==> src/rtl/imm_gen_pipe.sv <==
// RISC-V immediate generator with a 2-entry output FIFO.
// Decoding happens on the input side; the FIFO carries {imm, fmt, tag}.
module imm_gen_pipe #(
  parameter int XLEN  = 32,
  parameter int TAG_W = 32
) (
  input  logic             clk,
  input  logic             rst,
  input  logic             flush,
  input  logic             in_valid,
  output logic             in_ready,
  input  logic [31:0]      in_inst,
  input  logic [TAG_W-1:0] in_tag,
  output logic             out_valid,
  input  logic             out_ready,
  output logic [XLEN-1:0]  out_imm,
  output logic [2:0]       out_fmt,
  output logic [TAG_W-1:0] out_tag
);

  typedef enum logic [2:0] {
    FMT_NONE = 3'd0,
    FMT_I    = 3'd1,
    FMT_S    = 3'd2,
    FMT_B    = 3'd3,
    FMT_U    = 3'd4,
    FMT_J    = 3'd5,
    FMT_Z    = 3'd6
  } fmt_e;

  fmt_e            dec_fmt;
  logic [XLEN-1:0] dec_imm;

  logic [XLEN-1:0]  imm_mem [2];
  logic [2:0]       fmt_mem [2];
  logic [TAG_W-1:0] tag_mem [2];
  logic             wr_ptr;
  logic             rd_ptr;
  logic [1:0]       count;
  logic             alive;
  logic             push;
  logic             pop;

  // Format selection from the major opcode; OP-IMM-32 only exists on RV64.
  always_comb begin
    dec_fmt = FMT_NONE;
    case (in_inst[6:0])
      7'b0000011, 7'b0000111, 7'b0010011, 7'b1100111: dec_fmt = FMT_I;
      7'b0011011: if (XLEN == 64) dec_fmt = FMT_I;
      7'b0100011, 7'b0100111:                         dec_fmt = FMT_S;
      7'b1100011:                                     dec_fmt = FMT_B;
      7'b0010111, 7'b0110111:                         dec_fmt = FMT_U;
      7'b1101111:                                     dec_fmt = FMT_J;
      7'b1110011: if (in_inst[14]) dec_fmt = FMT_Z;
      default:                                        dec_fmt = FMT_NONE;
    endcase
  end

  always_comb begin
    dec_imm = '0;
    case (dec_fmt)
      FMT_I: dec_imm = {{(XLEN-11){in_inst[31]}}, in_inst[30:20]};
      FMT_S: dec_imm = {{(XLEN-11){in_inst[31]}}, in_inst[30:25], in_inst[11:7]};
      FMT_B: dec_imm = {{(XLEN-12){in_inst[31]}}, in_inst[7], in_inst[30:25],
                        in_inst[11:8], 1'b0};
      FMT_U: dec_imm = {{(XLEN-31){in_inst[31]}}, in_inst[30:12], 12'b0};
      FMT_J: dec_imm = {{(XLEN-20){in_inst[31]}}, in_inst[19:12], in_inst[20],
                        in_inst[30:21], 1'b0};
      FMT_Z: dec_imm = {{(XLEN-5){1'b0}}, in_inst[19:15]};
      default: dec_imm = '0;
    endcase
  end

  // alive keeps in_ready low while in reset and until the first clock edge.
  assign in_ready  = alive && (count != 2'd2);
  assign out_valid = (count != 2'd0);
  assign push      = in_valid && in_ready;
  assign pop       = out_valid && out_ready;

  assign out_imm = imm_mem[rd_ptr];
  assign out_fmt = fmt_mem[rd_ptr];
  assign out_tag = tag_mem[rd_ptr];

  always_ff @(posedge clk or posedge rst) begin
    if (rst) begin
      alive  <= 1'b0;
      count  <= 2'd0;
      wr_ptr <= 1'b0;
      rd_ptr <= 1'b0;
      for (int i = 0; i < 2; i++) begin
        imm_mem[i] <= '0;
        fmt_mem[i] <= '0;
        tag_mem[i] <= '0;
      end
    end else begin
      alive <= 1'b1;
      if (flush) begin
        count  <= 2'd0;
        wr_ptr <= 1'b0;
        rd_ptr <= 1'b0;
      end else begin
        if (push) begin
          imm_mem[wr_ptr] <= dec_imm;
          fmt_mem[wr_ptr] <= dec_fmt;
          tag_mem[wr_ptr] <= in_tag;
          wr_ptr          <= ~wr_ptr;
        end
        if (pop) begin
          rd_ptr <= ~rd_ptr;
        end
        count <= count + {1'b0, push} - {1'b0, pop};
      end
    end
  end

endmodule

==> config.mk <==
export PLATFORM = sky130hd
export DESIGN_NAME = imm_gen_pipe
export DESIGN_NICKNAME = d
export VERILOG_FILES = /design/src/rtl/imm_gen_pipe.sv
export SDC_FILE = /design/constraint.sdc
export NUM_CORES = 1
export LEC_CHECK = 0
export ABC_AREA = 1
export CAP_MARGIN = 20
export CELL_PAD_IN_SITES_DETAIL_PLACEMENT = 0
export CELL_PAD_IN_SITES_GLOBAL_PLACEMENT = 1
export CORE_ASPECT_RATIO = 1.4
export CORE_MARGIN = 2
export CORE_UTILIZATION = 35
export CTS_BUF_LIST = sky130_fd_sc_hd__clkbuf_4
export DETAILED_ROUTE_END_ITERATION = 10
export GPL_ROUTABILITY_DRIVEN = 0
export PLACE_DENSITY_LB_ADDON = 0.15
export SLEW_MARGIN = 20
export SYNTH_ARGS = -nofsm -noshare
export SYNTH_HDL_FRONTEND = slang
export SYNTH_SLANG_ARGS = --single-unit
export TNS_END_PERCENT = 20
==> constraint.sdc <==
create_clock -name clk -period 4.46 [get_ports clk]
set_input_delay 0.669 -clock clk [delete_from_list [all_inputs] [get_ports clk]]
set_output_delay 0.669 -clock clk [all_outputs]
set_load 0.005 [all_outputs]
Word-level counts from Yosys, hierarchy flattened --
Cells that the tools add are included.
Operators by class: $add $sub $neg 2, order comparisons 3, equal/unequal tests 18, muxes and demuxes 24, bitwise operators 5, reduce and logical (&&, ||, !) cells 11
Operators by type and width (number):
- two-way mux 32 bit | 7
- case mux 32 bit (6 select lines) | 1
- bitwise mux 64 bit | 2
- demux 32 bit (select 1 bit) | 1
- == test 7 bit, second input constant | 4
- == test 7 x 6 -> 1 bit, second input constant | 3
- case mux 3 bit (6 select lines) | 1
- two-way mux 3 bit | 5
- == test 7 x 5 -> 1 bit, second input constant | 2
- == test 3 bit, second input constant | 3
- == test 7 x 2 -> 1 bit, second input constant | 1
- == test 7 x 3 -> 1 bit, second input constant | 1
- bitwise mux 6 bit | 1
- == test 3 x 2 -> 1 bit, second input constant | 2
- nonzero test 2 bit | 3
- greater-or-equal comparator 2 bit, second input constant | 2
- logical AND 1 bit | 4
- two-way mux 1 bit | 4
- NOT 1 -> 2 bit | 2
- OR reduction 2 bit | 2
- OR reduction 4 bit | 1
- demux 3 bit (select 1 bit) | 1
- == test 3 x 1 -> 1 bit, second input constant | 1
- NOT 1 bit | 3
- 6 further kinds | 6
Word-level totals: flip-flop bits (word level) 139, word-level logic and storage cells 73

Logic depth before layout (Yosys ltp) --
Gate-level depths: netlist of run 1.
depth after elaboration 6, mapped depth 11

Worst setup path after synthesis of run 1 --
No wires, ideal clock.
kind register -> output, start register rd_ptr, end output port out_fmt[0], arrival time 1.154 ns, data required time 3.791 ns, slack 2.637 ns, stages on the path, launching flop included 6, path buffers 2, path through dfrtp_1 -> clkbuf_1 -> clkinv_1 -> clkbuf_1 -> nand2_1 -> nand2_1
On the way: longest elaborated chain between the ends 4
Ends and longest elaborated chain:
- start, declared | line 38 | logic rd_ptr;
- start signal, assigned | line 109 | rd_ptr <= ~rd_ptr;
- NOT 1 -> 2 bit (not written as such) | line 81 | assign out_fmt = fmt_mem[rd_ptr];
- two-way mux 3 bit (not written as such) (3 in a row) | line 81
- end, declared | line 17 | output logic [2:0] out_fmt,
Every way passes these cells. The select of a mux whose other input is x is not followed.

Worst setup path after layout of run 1 --
start register rd_ptr, end output port out_imm[28]
On the way: longest elaborated chain between the ends 4
Ends and longest elaborated chain:
- NOT 1 -> 2 bit (not written as such) | line 80 | assign out_imm = imm_mem[rd_ptr];
- two-way mux 32 bit (not written as such) (3 in a row) | line 80
- end, declared | line 16 | output logic [XLEN-1:0] out_imm,
Every way passes these cells. The select of a mux whose other input is x is not followed.

==> metrics.md, run 1 <==
| Metric | Value |
|---|---|
| Critical Path End Type | `output port` |
| Nets | `1163` |
| Synth top area share | `0.496` |
| Post-layout power | `3.84 mW` |
| Leak pwr | `4.72 nW` |
| Total clock sinks | `139` |
| Antenna violations before repair | `1` |
| Total die area | `21200 um^2` |
| RSZ-0062 raised after global routing | `no` |
| Area growth, synth to finish | `27.2%` |
| Post-synth EDFFs | `0` |
| Minimum clock period | `3480 ps` |
| Setup Skew | `21.9 ps` |
| Core area | `slightly below 20000 um^2` |
| Worst-path clk slew | `110 ps` |
| Hold Vio Cnt, Final | `0` |
| Cell with the most instances after synthesis | `nand2_1` |
| Fill cells | `2056` |
| Routed len/inst | `15.1 um` |
| Worst Tran Pin Value | `around 1000 ps` |
| # placed instances | `1325` |
| Final Cycle Share | `0.781` |
| Antenna-violating nets left | `0` |
| DR iter-0 viols | `~390` |
| Routed vias/inst | `4.73` |
| Worst Path Max Fanout | `78` |
| GRT overflow | `0` |
| Mean cell area of the mapped netlist | `7.15 um^2` |
| Synth Instances | `between 900 and 1000` |
| Register area share after synthesis | `0.496` |
| Maximum VDD drop | `approximately 0.00015 V` |
| Critical Path AT | `2810 ps` |
| Area of the multi-input gates | `3030 um^2` |
| Root buf cell | `clkbuf_4` |
| Async set-reset flop share out of synthesis | `1.00` |
| Setup Fix Bufs, Post-CTS | `0` |
| Synth top area cells | `dfrtp_1 (50%), nand2_1 (27%), o21ai_0 (3.9%), nand3_1 (3.4%), inv_1 (3.4%)` |
| Drc violations | `0` |
| Post-synth top cells | `nand2_1 (502), dfrtp_1 (139), inv_1 (64), o21ai_0 (55), nand3_1 (48)` |
| Kind of critical path | `register to output port` |
| Worst R2R Setup Slack | `2300 ps` |
| Synth area leader | `dfrtp_1` |
| Number of synthesized register bits | `139` |
| Fin cells | `around 1400` |
| Fin area | `between 8000 and 9000 um^2` |
| CTS Buffer Depth | `2` |
| Gr usage total | `0.203` |
| Max frequency | `approximately 290 MHz` |
| Endpoints failing setup | `0` |
| Vias | `6423` |
| Cell area after synthesis | `between 7000 and 8000 um^2` |
| H-tree depth | `4` |
| Max Slew Vio Count | `0` |
| Cts repair resizes | `0` |
| Max_slew headroom | `0.334` |
| Num CTS Buffers | `17` |
| Metal2 WL | `about 10000 um` |
| Met1 Wirelength | `8910 um` |
| HPWL Detailed | `13200 um` |
| Vias in the first global route | `6398` |
| Cell Pwr Density | `430 nW/um^2` |
| Syn_nets | `1052` |
| Placed Area | `8560 um^2` |
| Worst-Skew Late Latency | `between 500 and 600 ps` |
| Die W | `124 um` |
| Die Span Y | `172 um` |
| Starting Density | `0.355` |
| Distinct cells, synth | `30` |
| Prevailing post-synth register cell | `dfrtp_1` |
| DRT Pass-1 Iters | `7` |
| Share of cells above drive strength 1 | `0.0516` |
| Met3 WL post-DR | `865 um` |
| Hold WC Path Type | `register to register` |
| Max-cap violations | `0` |
| Post-layout util | `0.451` |
| IO Pins | `138` |
| Status | `completed` |
| Std-Cell Rows | `a little over 60` |
| Syn. warnings | `0` |
| WL final | `between 20000 and 25000 um` |
| Port bufs | `137` |
| TritonCTS clock tree | `yes` |
| Post-CTS Hold Buffers | `0` |
| CP Launch Type | `register` |
| Max layer used | `met4` |
| Post-route setup TNS | `0 ps` |
| First-pass GRT wire length | `approximately 33000 um` |
| Pin count of the biggest net entering global routing | `96` |
| CP Data Required Time | `between 3000 and 4000 ps` |
| Register area | `3480 um^2` |
worst max-delay path: stages, from the launching register on:
cell and delay, ps:
dfrtp_2 700, buf_4 690, nand2_1 230, nand2_1 120, clkdlybuf4s50_1 500
path summary, 6_finish.rpt:
kind                               end  cells after the start        start
setup / recovery           out_imm[28]                      4       rd_ptr
hold / removal             tag_mem[29]                      2  tag_mem[29]
setup reg to reg           tag_mem[60]                      5     count[1]
hold reg to reg            tag_mem[29]                      2  tag_mem[29]
max in group asynchronous       rd_ptr                      3          rst
min in group asynchronous        alive                      2          rst
cell families (layout without fill, tap and decap cells):
| kind of cell | Yosys count | after routing | share of synthesized area |
|---|---|---|---|
| other cells | 1 | 2 | 0.000535 |
| buf+inv | 125 | 249 | 0.0740 |
| compound gates | 102 | 102 | 0.0769 |
| flops | 139 | 139 | 0.496 |
| xor+xnor | 2 | 2 | 0.00250 |
| fa+ha+maj | 2 | 2 | 0.00357 |
| simple gates | 610 | 610 | 0.347 |
placed cells by master (no fill, tap or decap), drive strengths merged, types with 2 or more instances in the layout:
cell           count
o21ai             72
nand3b             7
ha                 2
buf               11
clkdlybuf4s50    137
bufinv             5
inv               71
clkbuf            19
dfrtp            139
nand4              6
o21bai             8
nor2              42
nand3             48
a31oi              2
nand2            504
clkinv             5
a21oi             19
metal layers:
layer	global-route usage	vias up
li1	-	3247
met5	0	-
met4	0.0677	0
met2	0.359	148
met3	0.0308	23
met1	0.251	3005
flip-flops by register name (all words and copies together), names as in the netlist:
signal and count:
rd_ptr 1, tag_mem 64, count 2, alive 1, fmt_mem 6, wr_ptr 1, imm_mem 64
stage by stage:
| stage | hold slack, ps | setup slack [ps] |
|---|---|---|
| after global routing | 516 | 729 |
| after CTS | 497 | 878 |
| after global placement | 462 | 1470 |
| after detailed placement | 464 | 1410 |
| final | 490 | 978 |
| after floorplan | 449 | 66.5 |
area by class of cell:
cell class	instances	share of cell area
inverters	69	0.0296
diodes	1	0.000280
flip-flops and latches	139	0.390
well taps	252	0.0353
clock inverters	13	0.0240
repair buffers	148	0.166
clock buffers	19	0.0160
multi-input cells	717	0.339
report_power, final:
part | total (mW) | switching, mW | internal [mW]
clock network | 1.03 | 0.505 | 0.520
logic | 1.11 | 0.541 | 0.571
registers | 1.70 | 0.149 | 1.55
Power figures use the tool's default switching activity.
==> run 2: changes to the inputs <==
==> constraint.sdc (replaced) <==
create_clock -name clk -period 3.09 [get_ports clk]
set_input_delay 0.4635 -clock clk [delete_from_list [all_inputs] [get_ports clk]]
set_output_delay 0.4635 -clock clk [all_outputs]
set_load 0.005 [all_outputs]
==> metrics.md, run 2 (synthesized netlist as in run 1, its figures left out) <==
| Metric | Value |
|---|---|
| Status | `completed (unchanged)` |
| Max layer used | `met4 (unchanged)` |
| CTS Buffer Depth | `2 (unchanged)` |
| Post-layout power | `5.57 mW (was 3.84 mW)` |
| Hold Slack | `353 ps (was 490 ps)` |
| Routed len/inst | `14.7 um (was 15.1 um)` |
| Kind of critical path | `register to output port (unchanged)` |
| Worst R2R Setup Slack | `1250 ps (was 2300 ps)` |
| Leak pwr | `4.76 nW (was 4.72 nW)` |
| First-pass GRT wire length | `32400 um (was 33100 um)` |
| H-tree depth | `4 (unchanged)` |
| RSZ-0062 raised after global routing | `no (unchanged)` |
| Max_slew headroom | `0.480 (was 0.334)` |
| FF-to-FF End | `imm_mem[34] (was tag_mem[60])` |
| Post-layout util | `0.456 (was 0.451)` |
| Critical Path AT | `2140 ps (was 2810 ps)` |
| Setup Skew | `20.2 ps (was 21.9 ps)` |
| CP Data Required Time | `2630 ps (was 3790 ps)` |
| Most frequent cells in the layout | `nand2_1 (502), dfrtp_1 (138), clkdlybuf4s50_1 (137) (unchanged)` |
| R2R Path Start | `count[1] (unchanged)` |
| FF-to-FF path depth | `6 (was 5)` |
| Metal2 WL | `10100 um (was 10400 um)` |
| Area growth, synth to finish | `28.5% (was 27.2%)` |
| Routed vias/inst | `4.71 (was 4.73)` |
| Setup Fix Bufs, Post-CTS | `0 (unchanged)` |
| Root buf cell | `clkbuf_4 (unchanged)` |
| Post-route setup TNS | `0 ps (unchanged)` |
| Endpoints failing setup | `0 (unchanged)` |
| Fin area | `9010 um^2 (was 8920 um^2)` |
| Num CTS Buffers | `17 (unchanged)` |
| Post-CTS Hold Buffers | `0 (unchanged)` |
| Starting Density | `0.355 (unchanged)` |
| Hold Vio Cnt, Final | `0 (unchanged)` |
| Worst Tran Pin Value | `779 ps (was 999 ps)` |
| Fill cells | `2079 (was 2056)` |
| # placed instances | `1332 (was 1325)` |
| CP Launch Type | `register (unchanged)` |
| Critical Path End Type | `output port (unchanged)` |
| Max-cap violations | `0 (unchanged)` |
| Cell Pwr Density | `618 nW/um^2 (was 430 nW/um^2)` |
| Minimum clock period | `around 2600 ps` |
| Hold WC Path Type | `input pin to asynchronous set/reset pin (was register to register)` |
| Die W | `124 um (unchanged)` |
| Worst Path Max Fanout | `24 (was 78)` |
| WL final | `20000 um (was 20500 um)` |
| TritonCTS clock tree | `yes (unchanged)` |
| Vias in the first global route | `6374 (was 6398)` |
| Pin count of the biggest net entering global routing | `101 (was 96)` |
| Commonest non-fill, non-tap cell in the layout | `nand2_1 (unchanged)` |
| Slowest CP cell | `clkdlybuf4s50_1 (was dfrtp_2)` |
| CP peak stage delay | `450 ps (was 700 ps)` |
| Nets | `1170 (was 1163)` |
| Max frequency | `384 MHz` |
| Vias | `6434 (was 6423)` |
| Drc violations | `0 (unchanged)` |
| Family with the most delay on the worst path | `buffers and inverters (unchanged)` |
| Placed Area | `8650 um^2 (was 8560 um^2)` |
| Cts repair resizes | `1 (was 0)` |
| DRT Pass-1 Iters | `5 (was 7)` |
| Area of the multi-input gates | `3030 um^2 (unchanged)` |
| Maximum VDD drop | `0.000273 V (was 0.000146 V)` |
| Final Cycle Share | `0.843` |
| Register area | `3480 um^2 (unchanged)` |
| HPWL Detailed | `12900 um (was 13200 um)` |
| Share of cells above drive strength 1 | `0.0594 (was 0.0516)` |
| DR iter-0 viols | `384 (was 385)` |
| Pre-CTS WS | `377 ps (was 1410 ps)` |
| Total clock sinks | `139 (unchanged)` |
| Most common cell on crit path | `nand2_1 (unchanged)` |
| Antenna-violating nets left | `0 (unchanged)` |
| Antenna violations before repair | `1 (unchanged)` |
| Final WS setup | `486 ps (was 978 ps)` |
| Met3 WL post-DR | `732 um (was 865 um)` |
| Worst-Skew Late Latency | `550 ps (was 540 ps)` |
| Worst-path clk slew | `140 ps (was 110 ps)` |
| Std-Cell Rows | `61 (unchanged)` |
| Met1 Wirelength | `8920 um (was 8910 um)` |
| Max Slew Vio Count | `0 (unchanged)` |
| Die Span Y | `172 um (unchanged)` |
| Worst Path Buf+Inv | `3 (was 2)` |
| GRT overflow | `0 (unchanged)` |
| Critical path, cell by cell | `clkinv_2 > buf_4 > nand2_1 > nand2_1 > clkdlybuf4s50_1 (was buf_4 > nand2_1 > nand2_1 > clkdlybuf4s50_1)` |
| Port bufs | `137 (unchanged)` |
| Largest registers | `imm_mem: 64 flops, tag_mem: 64 flops, fmt_mem: 6 flops (unchanged)` |
| IO Pins | `138 (unchanged)` |
| Core area | `19800 um^2 (unchanged)` |
| Total die area | `21200 um^2 (unchanged)` |
| Fin cells | `1365 (was 1358)` |
| Gr usage total | `0.198 (was 0.203)` |
## run 2: worst max path at each step
stage                           from          end  slack [ps]  cells after the start
after global routing          rd_ptr  out_imm[25]         270                      5
after global placement    in_inst[5]  imm_mem[56]         470                      9
after CTS                     rd_ptr  out_imm[25]         380                      5
after detailed placement  in_inst[5]  imm_mem[54]         380                      9
final                         rd_ptr  out_imm[25]         490                      5
after floorplan                  rst        alive         890                      1
## run 2: area by class of cell
class,count,area share
well taps,252,0.0350
repair buffers,155,0.174
flip-flops and latches,139,0.386
inverters,69,0.0293
diodes,1,0.000278
clock inverters,13,0.0237
multi-input cells,717,0.336
clock buffers,19,0.0158
## run 2: power breakdown
part	switching [mW]	total [mW]	leakage, nW	internal, mW
registers	0.183	2.42	1.84	2.24
logic	0.819	1.66	2.74	0.846
clock network	0.726	1.48	0.185	0.752
total	1.73	5.57	4.76	3.84
## run 2: worst min-delay path, delay by kind of cell
| family | cells | cell delay [ps] |
|---|---|---|
| buffers and inverters | 3 | 840 |
## run 2: layer usage
layer  track usage  vias to the layer above
li1              -                     3258
met1         0.250                     3032
met2         0.346                      126
met3        0.0312                       18
met4        0.0553                        0
met5             0                        -
==> run 3: changes to the inputs <==
==> constraint.sdc (replaced) <==
create_clock -name clk -period 2.2 [get_ports clk]
set_input_delay 0.33 -clock clk [delete_from_list [all_inputs] [get_ports clk]]
set_output_delay 0.33 -clock clk [all_outputs]
set_load 0.005 [all_outputs]
==> metrics.md, run 3 (synthesized netlist as in run 1, its figures left out) <==
| Metric | Value |
|---|---|
| Status | `finished, violations left (was completed)` |
| Failing checks | `setup timing` |
| Gr usage total | `0.203 (was 0.198)` |
| DR iter-0 viols | `463 (was 384)` |
| Vias in the first global route | `6498 (was 6374)` |
| Area growth, synth to finish | `31.5% (was 28.5%)` |
| FF-to-FF path depth | `8 (was 6)` |
| Starting Density | `0.355 (unchanged)` |
| Antenna-violating nets left | `0 (unchanged)` |
| Pre-CTS WS | `-277 ps (was 377 ps)` |
| Max_slew headroom | `0.635 (was 0.480)` |
| Most frequent cells in the layout | `nand2_1 (501), dfrtp_1 (138), clkdlybuf4s50_1 (111) (was nand2_1 (502), dfrtp_1 (138), clkdlybuf4s50_1 (137))` |
| Worst Path Max Fanout | `18 (was 24)` |
| Routed vias/inst | `4.72 (was 4.71)` |
| Vias | `6519 (was 6434)` |
| WL final | `20500 um (was 20000 um)` |
| First-pass GRT wire length | `33000 um (was 32400 um)` |
| Commonest non-fill, non-tap cell in the layout | `nand2_1 (unchanged)` |
| IO Pins | `138 (unchanged)` |
| Hold Vio Cnt, Final | `0 (unchanged)` |
| Critical Path End Type | `output port (unchanged)` |
| Port bufs | `137 (unchanged)` |
| Minimum clock period | `2330 ps` |
| FF-to-FF End | `count[1] (was imm_mem[34])` |
| Drc violations | `0 (unchanged)` |
| Maximum VDD drop | `0.000307 V (was 0.000273 V)` |
| Max frequency | `429 MHz` |
| Root buf cell | `clkbuf_4 (unchanged)` |
| CTS Buffer Depth | `2 (unchanged)` |
| H-tree depth | `4 (unchanged)` |
| Leak pwr | `5.02 nW (was 4.76 nW)` |
| DRT Pass-1 Iters | `4 (was 5)` |
| Num CTS Buffers | `17 (unchanged)` |
| Max-cap violations | `0 (unchanged)` |
| Antenna violations before repair | `1 (unchanged)` |
| Kind of critical path | `register to output port (unchanged)` |
| Total clock sinks | `139 (unchanged)` |
| Setup Skew | `34.2 ps (was 20.2 ps)` |
| Max Slew Vio Count | `0 (unchanged)` |
| CP Data Required Time | `1870 ps (was 2630 ps)` |
| Met2 Usage GRT | `0.367 (was 0.346)` |
| R2R Path Start | `count[1] (unchanged)` |
| Final Cycle Share | `1.06` |
| # placed instances | `1349 (was 1332)` |
| Post-layout power | `7.70 mW (was 5.57 mW)` |
| Die W | `124 um (unchanged)` |
| Endpoints failing setup | `38 (was 0)` |
| Core area | `19800 um^2 (unchanged)` |
| Routed len/inst | `14.8 um (was 14.7 um)` |
| Std-Cell Rows | `61 (unchanged)` |
| Largest registers | `imm_mem: 64 flops, tag_mem: 64 flops, fmt_mem: 6 flops (unchanged)` |
| Placed Area | `8870 um^2 (was 8650 um^2)` |
| Critical Path AT | `2000 ps (was 2140 ps)` |
| RSZ-0062 raised after global routing | `yes (was no)` |
| Crit path from | `rd_ptr (unchanged)` |
| HPWL Detailed | `13900 um (was 12900 um)` |
| Post-CTS Hold Buffers | `0 (unchanged)` |
| Worst R2R Setup Slack | `420 ps (was 1250 ps)` |
| Worst Tran Pin Value | `546 ps (was 779 ps)` |
| Die Span Y | `172 um (unchanged)` |
| Grt met3 use | `0.0338 (was 0.0312)` |
| Nets | `1188 (was 1170)` |
| Cell Pwr Density | `835 nW/um^2 (was 618 nW/um^2)` |
| Pin count of the biggest net entering global routing | `53 (was 101)` |
| Fin area | `9220 um^2 (was 9010 um^2)` |
| TritonCTS clock tree | `yes (unchanged)` |
| Share of cells above drive strength 1 | `0.0735 (was 0.0594)` |
| GRT overflow | `0 (unchanged)` |
| Worst-Skew Late Latency | `550 ps (about the same)` |
| Total die area | `21200 um^2 (unchanged)` |
| CP Launch Type | `register (unchanged)` |
| Fin cells | `1382 (was 1365)` |
| Worst-path clk slew | `100 ps (was 140 ps)` |
| Hold WC Path Type | `input pin to asynchronous set/reset pin (unchanged)` |
| Gr busiest metal | `met2 (unchanged)` |
| Global-route track usage on met1 | `0.242 (was 0.250)` |
| Final WS setup | `-133 ps (was 486 ps)` |
==> run 3: changes by cell type in the layout (fill, tap and decap cells not counted), sizes merged <==
cell           previous run  this run
clkdlybuf4s50           137       111
dlygate4sd2               0        21
buf                      18        35
dlymetal6s2s              0         4
inv                      71        68
clkbuf                   19        21
clkinv                    3         5
bufinv                    5         4
clkdlybuf4s15             0         1
==> run 3: metal layers <==
metal / routed length [um] / vias up
li1: - / 3293
met1: 8780 / 3061
met2: 10600 / 141
met3: 849 / 24
met4: 310 / 0
met5: 0 / -
==> run 3: metrics by stage <==
stage,TNS (ps),utilization,hold WS (ps)
global route,-10710,0.467,53.5
finish,-2970,0.467,89.9
detailed placement,-8370,0.449,464
CTS,-6190,0.464,55.8
floorplan,0,-,395
global placement,-5990,0.449,462
==> run 3: how the worst max path moves through the flow <==
stage | depth (start not counted) | slack [ps] | end
2_1_floorplan | 1 | 130 | alive
3_3_place_gp | 9 | -220 | imm_mem[56]
3_5_place_dp | 9 | -280 | imm_mem[24]
4_1_cts | 4 | -220 | out_tag[18]
5_1_grt | 5 | -270 | out_imm[31]
6_report | 4 | -130 | out_tag[22]
==> run 3: where the power goes <==
| group | total [mW] | internal, mW | switching, mW |
|---|---|---|---|
| registers | 3.41 | 3.15 | 0.264 |
| clock network | 1.90 | 0.935 | 0.967 |
| logic | 2.38 | 1.20 | 1.18 |
==> run 3: worst max-delay path, stage by stage (launching register included) <==
cell,delay [ps]
dfrtp_2,470
buf_8,170
buf_4,180
o21ai_1,140
clkdlybuf4s50_1,510
==> run 3: cell type report <==
| class | count | area [um^2] |
|---|---|---|
| multi-input cells | 717 | 3040 |
| well taps | 252 | 315 |
| flip-flops and latches | 139 | 3480 |
| diodes | 1 | 2.50 |
| clock buffers | 20 | 150 |
| repair buffers | 173 | 1800 |
| clock inverters | 11 | 170 |
| inverters | 69 | 263 |
| fillers | 2094 | 10500 |
==> run 3: timing repair <==
action | 4_1_cts | 5_1_grt
setup endpoints to repair | 68 | 54
cloned | 0 | 1
resized for setup | 33 | 12
pin swaps | 0 | 1
buffers inserted | 0 | 0
